`src/rtl/i2s_adc_receiver_pkg.sv`:
```
// Shared types for the I2S ADC receive path: FSM state encoding and the
// stereo frame layout handed from the deserialiser to the output FIFO.
package i2s_pkg;

    typedef enum logic [1:0] {
        IDLE  = 2'd0,
        SKIP  = 2'd1,
        SHIFT = 2'd2,
        PAD   = 2'd3
    } rx_state_t;

    // I2S places the MSB one BCLK after the LRCK edge.
    localparam int I2S_DELAY_BITS = 1;

    localparam int PCM_WIDTH = 16;

    typedef struct packed {
        logic [PCM_WIDTH-1:0] left;
        logic [PCM_WIDTH-1:0] right;
    } stereo_frame_t;

endpackage

```
`src/rtl/i2s_adc_receiver_fifo.sv`:
```
// First-word-fall-through FIFO with occupancy count; a push into a full FIFO
// succeeds only if a pop is accepted in the same cycle, otherwise it is dropped.
module sync_fifo #(
    parameter int WIDTH = 32,
    parameter int DEPTH = 4
) (
    input  logic                   clk,
    input  logic                   reset_n,
    input  logic                   push,
    input  logic [WIDTH-1:0]       push_data,
    input  logic                   pop,
    output logic [WIDTH-1:0]       head,
    output logic                   valid,
    output logic [$clog2(DEPTH):0] level,
    output logic                   drop
);
    localparam int AW = $clog2(DEPTH);

    logic [WIDTH-1:0] mem [DEPTH];
    logic [AW-1:0]    wr_ptr;
    logic [AW-1:0]    rd_ptr;
    logic [AW:0]      count;
    logic             full;
    logic             do_push;
    logic             do_pop;

    assign full    = (count == (AW+1)'(DEPTH));
    assign valid   = (count != '0);
    assign do_pop  = pop & valid;
    assign do_push = push & (~full | do_pop);
    assign drop    = push & full & ~do_pop;
    assign head    = mem[rd_ptr];
    assign level   = count;

    // Pointers wrap for free because DEPTH is a power of two.
    always_ff @(posedge clk or negedge reset_n) begin
        if (!reset_n) begin
            wr_ptr <= '0;
            rd_ptr <= '0;
            count  <= '0;
            for (int i = 0; i < DEPTH; i++) mem[i] <= '0;
        end else begin
            if (do_push) begin
                mem[wr_ptr] <= push_data;
                wr_ptr      <= wr_ptr + AW'(1);
            end
            if (do_pop) rd_ptr <= rd_ptr + AW'(1);
            count <= count + (AW+1)'(do_push) - (AW+1)'(do_pop);
        end
    end

endmodule

```
`src/rtl/i2s_adc_receiver.sv`:
```
// I2S ADC deserialiser: oversamples the codec link, assembles left/right PCM
// words and queues complete stereo frames on a valid/ready stream.
module i2s_adc_receiver
    import i2s_pkg::*;
#(
    parameter int SAMPLE_WIDTH = 16,
    parameter int FIFO_DEPTH   = 4,
    parameter int BITS_PER_CH  = 32
) (
    input  logic                          clk,
    input  logic                          reset_n,
    input  logic                          enable,
    input  logic                          bclk,
    input  logic                          lrclk,
    input  logic                          adcdat,
    output logic [SAMPLE_WIDTH-1:0]       sample_left,
    output logic [SAMPLE_WIDTH-1:0]       sample_right,
    output logic                          sample_valid,
    input  logic                          sample_ready,
    output logic [$clog2(FIFO_DEPTH):0]   fifo_level,
    output logic                          overflow,
    output logic                          frame_err,
    input  logic                          clear_flags
);
    localparam int CW = $clog2(SAMPLE_WIDTH + 1);
    localparam int BW = $clog2(BITS_PER_CH + 1);

    rx_state_t state, state_d;

    logic [2:0] bclk_sync;
    logic [1:0] lrclk_sync;
    logic [1:0] adc_sync;
    logic       bclk_rise, lr_now, din, lr_prev, lr_edge;

    logic [SAMPLE_WIDTH-1:0]   shreg, left_word, word_full, word_out;
    logic [CW-1:0]             bit_pos;
    logic [BW-1:0]             half_cnt;
    logic                      half_done, chan, left_ok;
    logic                      start_ch, shift_en, word_done, short_word, long_err;
    logic                      push_q, fifo_drop;
    logic [2*SAMPLE_WIDTH-1:0] frame_q, fifo_head;

    always_ff @(posedge clk or negedge reset_n) begin
        if (!reset_n) begin
            bclk_sync  <= '0;
            lrclk_sync <= '0;
            adc_sync   <= '0;
        end else begin
            bclk_sync  <= {bclk_sync[1:0], bclk};
            lrclk_sync <= {lrclk_sync[0], lrclk};
            adc_sync   <= {adc_sync[0], adcdat};
        end
    end

    assign bclk_rise = bclk_sync[1] & ~bclk_sync[2];
    assign lr_now    = lrclk_sync[1];
    assign din       = adc_sync[1];
    assign lr_edge   = bclk_rise & (lr_now != lr_prev);
    assign half_done = (half_cnt == BW'(BITS_PER_CH - 1));
    assign word_full = {shreg[SAMPLE_WIDTH-2:0], din};
    // A truncated word keeps the bits received so far, MSB-aligned, zero-filled below.
    assign word_out  = short_word ? (shreg << (CW'(SAMPLE_WIDTH) - bit_pos)) : word_full;

    always_ff @(posedge clk or negedge reset_n) begin
        if (!reset_n) state <= IDLE;
        else          state <= state_d;
    end

    always_comb begin
        state_d = state;
        if (!enable || long_err) state_d = IDLE;
        else if (short_word)     state_d = SKIP;
        else if (word_done)      state_d = PAD;
        else if (start_ch)       state_d = (state == IDLE) ? SKIP : SHIFT;
        else if (shift_en)       state_d = SHIFT;
    end

    // The LRCK edge rise itself is the delay bit, so the MSB lands on the following rise.
    always_comb begin
        start_ch   = 1'b0;
        shift_en   = 1'b0;
        word_done  = 1'b0;
        short_word = 1'b0;
        long_err   = 1'b0;
        if (enable && bclk_rise) begin
            case (state)
                IDLE: start_ch = lr_edge;
                SKIP, SHIFT: begin
                    if (lr_edge)        short_word = 1'b1;
                    else if (half_done) long_err   = 1'b1;
                    else begin
                        shift_en  = 1'b1;
                        word_done = (bit_pos == CW'(SAMPLE_WIDTH - 1));
                    end
                end
                PAD: begin
                    if (lr_edge)        start_ch = 1'b1;
                    else if (half_done) long_err = 1'b1;
                end
                default: ;
            endcase
        end
    end

    always_ff @(posedge clk or negedge reset_n) begin
        if (!reset_n) begin
            lr_prev   <= 1'b0;
            chan      <= 1'b0;
            left_ok   <= 1'b0;
            shreg     <= '0;
            left_word <= '0;
            bit_pos   <= '0;
            half_cnt  <= '0;
            push_q    <= 1'b0;
            frame_q   <= '0;
        end else begin
            push_q <= 1'b0;
            if (bclk_rise) lr_prev <= lr_now;
            if (!enable || long_err) left_ok <= 1'b0;
            if (start_ch || short_word) begin
                chan     <= lr_now;
                bit_pos  <= '0;
                shreg    <= '0;
                half_cnt <= '0;
            end else if (shift_en) begin
                shreg    <= word_full;
                bit_pos  <= bit_pos + CW'(1);
                half_cnt <= half_cnt + BW'(1);
            end else if (bclk_rise && state != IDLE) begin
                half_cnt <= half_cnt + BW'(1);
            end
            // A right word only becomes a frame when a left word precedes it in this run.
            if (word_done || short_word) begin
                if (!chan) begin
                    left_word <= word_out;
                    left_ok   <= 1'b1;
                end else begin
                    push_q  <= left_ok;
                    frame_q <= {left_word, word_out};
                    left_ok <= 1'b0;
                end
            end
        end
    end

    always_ff @(posedge clk or negedge reset_n) begin
        if (!reset_n) begin
            overflow  <= 1'b0;
            frame_err <= 1'b0;
        end else begin
            overflow  <= fifo_drop | (overflow & ~clear_flags);
            frame_err <= short_word | long_err | (frame_err & ~clear_flags);
        end
    end

    sync_fifo #(
        .WIDTH (2 * SAMPLE_WIDTH),
        .DEPTH (FIFO_DEPTH)
    ) u_fifo (
        .clk       (clk),
        .reset_n   (reset_n),
        .push      (push_q),
        .push_data (frame_q),
        .pop       (sample_ready),
        .head      (fifo_head),
        .valid     (sample_valid),
        .level     (fifo_level),
        .drop      (fifo_drop)
    );

    assign sample_left  = fifo_head[2*SAMPLE_WIDTH-1:SAMPLE_WIDTH];
    assign sample_right = fifo_head[SAMPLE_WIDTH-1:0];

endmodule

```
`config.mk`:
```
export PLATFORM = sky130hd
export DESIGN_NAME = i2s_adc_receiver
export DESIGN_NICKNAME = d
export VERILOG_FILES = /design/src/rtl/i2s_adc_receiver_pkg.sv /design/src/rtl/i2s_adc_receiver_fifo.sv /design/src/rtl/i2s_adc_receiver.sv
export SDC_FILE = /design/constraint.sdc
export NUM_CORES = 1
export LEC_CHECK = 0
export CAP_MARGIN = 20
export CORE_MARGIN = 5
export CORE_UTILIZATION = 65
export DETAILED_ROUTE_END_ITERATION = 16
export PLACE_DENSITY = 0.95
export SLEW_MARGIN = 10
export SYNTH_ARGS = -nofsm -noshare
export SYNTH_HDL_FRONTEND = slang
export SYNTH_HIERARCHICAL = 1
export SYNTH_SLANG_ARGS = --single-unit
```
`constraint.sdc`:
```
create_clock -name clk -period 5 [get_ports clk]
set_input_delay 1 -clock clk [delete_from_list [all_inputs] [get_ports clk]]
set_output_delay 1 -clock clk [all_outputs]
set_load 0.02 [all_outputs]
```
==> impl_metrics.tcl <==
set metrics [dict create \
    status "completed" \
    grt_usage_pct 26.78 \
    setup-tns-final_ns 0 \
    ir_drop_mv 0.2458 \
    path_class "flip-flop to output pin" \
    dp.final_hpwl_um 14630 \
    num_vias 6689 \
    holdPathEnd "lrclk_sync[1]" \
    final_common_cell "dfrtp_1" \
    min_period_ns 3.791 \
    holdWs_ns 0.3525 \
    final-setup-viol-count 0 \
    cts_root_buf "clkbuf_16" \
    setup.worst_path.start "u_fifo/rd_ptr[0]" \
    cts_resized 0 \
    grt_pass1_vias 7099 \
    sw_frac_of_total_pct 29.44 \
    p_per_area_nw_per_um2 410.7 \
    synth_area_um2 10340 \
    die_x_um 136.2 \
    slew_viol_final 0 \
    initial_core_util_pct 65.60 \
    cp.required_ns 4.00 \
    antenna_found_initial 0 \
    start_kind "flip-flop" \
    ys_ff_latch 225 \
    antennaDiodeCount 0 \
    cts_hold_buf 0 \
    finalNonFillerCells 1053 \
    worst_pin_slew_ns 1.039 \
    dp_cells 1012 \
    drt-wirelength-per-cell_um 22.42 \
    cap_violations 0 \
    clockPowerShare_pct 37.2 \
    drcViolationCount 0 \
    fin_crit_sh_pct 75.81 \
    post_cts_buffers 0 \
    synth.distinct_cells 53 \
    overflow 0 \
    clkTransAtPathRegs_ns 0.06 \
    gp_congestion 0.9688 \
    leakage_nw 5.374 \
    ys.flop_type "dfrtp_1" \
    clock_sinks 225 \
    syn-num-nets 802 \
    cts_tree "done" \
    synth-seq-area-share_pct 54.43 \
    area_delta_synth_final_pct 13.32 \
    nets 841 \
    worstReg2RegStart "bit_pos[0]" \
    pin_count 46 \
    portBuffers 45 \
    synth-warning-count 6 \
    hold_viol 0 \
    rsz0062_at_grt "false" \
    slew_headroom_pct 30.57 \
    hold_start "lrclk_sync[0]" \
    fp-row-count 46 \
    r2r_slack_ns 1.93 \
    cts_buffers 23 \
    synthArstFlopShare_pct 100.0 \
    p_int_mw 3.397 \
    grt_first_pass_wirelength_um 39130 \
    switchingPower_mw 1.417 \
    cts_buffer_depth 3 \
    grt_max_degree 131 \
    drtIter0Drc 723 \
    drive_gt1_share_pct 30.82 \
    synth_edf_count 0 \
    end_kind "output pin" \
    cp.arrival_ns 2.79 \
    critPathMaxFanout 22 \
    clk_latency_ns 0.50 \
    postSynthCellCount 782 \
    combPwrFrac_pct 18.1 \
    core_area_um2 15770 \
    final.setup_skew_ns 0.01319 \
    worst-r2r-cell-count 9 \
    antenna_left 0 \
    r2r-end "frame_q[3]" \
    fmax_mhz 263.8 \
    fp.dieH_um 136.2 \
    finalWirelength_um 23610 \
    hold_class "flip-flop to flip-flop" \
    min_delay_path_depth 0 \
    power_frac_seq_pct 44.7 \
    avgSynthCellArea_um2 13.23 \
    dieArea_um2 18540 \
    viasPerCell 6.352 \
    final_cell_mix "224 x dfrtp_1, 151 x mux2_2, 57 x nand2_1, 53 x nor2_1, 44 x clkdlybuf4s50_1" \
    htree_levels 1 \
    drt_first_pass_iters 5 \
]
## cells in the mapped netlist (11+ instances only)
library cell  instances  area share, %
dfrtp_1             225             54
mux2_2              151             16
nand2_1              57            2.1
nor2_1               57            2.1
mux4_2               35            7.6
a21oi_1              28            1.4
o21ai_0              25            1.2
buf_2                20           0.97
a31oi_1              16           0.97
inv_1                14           0.51
mux2i_1              14            1.4
nand3_1              14           0.68
a22oi_1              13           0.94
buf_6                13            1.4
clkbuf_1             13           0.47
ha_1                 11            1.3
## kinds of logic (layout without fill, tap and decap cells)
| logic type | Yosys count | in the layout | share of synthesized area [%] |
|---|---|---|---|
| AOI/OAI and AO/OA | 106 | 106 | 6.580 |
| xor gates and xnor gates | 17 | 17 | 1.657 |
| adders and majority gates | 12 | 12 | 1.524 |
| buffers and inverters | 61 | 116 | 3.399 |
| DFF | 225 | 225 | 54.43 |
| muxes | 200 | 200 | 25.41 |
| and+or+nand+nor | 161 | 161 | 7.003 |
## sequential cells by signal, indices dropped and copies added (netlist names)
signal,count
u_fifo/mem,128
frame_q,32
left_word,16
shreg,16
half_cnt,6
bit_pos,5
bclk_sync,3
u_fifo/level,3
adc_sync,2
lrclk_sync,2
state,2
u_fifo/rd_ptr,2
u_fifo/wr_ptr,2
chan,1
frame_err,1
left_ok,1
lr_prev,1
overflow,1
push_q,1
## critical path, cell delays in order, from the launching register on
cell	delay [ns]
dfrtp_2	0.61
buf_4	0.49
mux4_2	0.59
clkdlybuf4s50_1	0.56
## layout make-up
| class | instances | area (um^2) |
|---|---|---|
| repair buffers | 61 | 575.6 |
| well taps | 216 | 270.3 |
| inverters | 14 | 52.55 |
| multi-input cells | 496 | 4392 |
| clock buffers | 30 | 651.9 |
| fillers | 930 | 4048 |
| clock inverters | 11 | 148.9 |
| flip-flops and latches | 225 | 5632 |
## routing by layer
metal | GRT usage [%] | wire length [um] | vias up
li1 | - | - | 2918
met4 | 8.679 | 722 | 0
met1 | 36.19 | 9371 | 3441
met3 | 3.775 | 1388 | 67
met5 | 0 | 0 | -
met2 | 45.38 | 12130 | 263
## per-stage QoR
step           area [um^2]  setup WS [ns]  util (%)  power, mW
2_1_floorplan        10340          2.296         -      2.732
3_3_place_gp         10920          1.639     69.26      2.978
3_5_place_dp         10920          1.490     69.26      3.025
4_1_cts              11720          1.157     74.33      4.820
5_1_grt              11720          1.028     74.33      4.998
6_report             11720          1.209     74.33      4.814
## worst max path at each step
| stage | to | slack, ns |
|---|---|---|
| global placement | left_word[15] | 1.64 |
| CTS | sample_left[12] | 1.16 |
| global route | sample_left[13] | 1.03 |
| detailed placement | u_fifo/level[2] | 1.49 |
| finish | sample_left[12] | 1.21 |
| floorplan | u_fifo/level[2] | 2.30 |
## power by group through the flow
stage / Sequential, mW / Clock (mW) / Combinational (mW)
after floorplan: 2.09 / 0 / 0.638
after global placement: 2.16 / 0 / 0.816
after detailed placement: 2.18 / 0 / 0.847
after CTS: 2.15 / 1.81 / 0.866
after global routing: 2.17 / 1.89 / 0.940
final: 2.15 / 1.79 / 0.872
No activity file was read; power rests on OpenSTA's default activity.
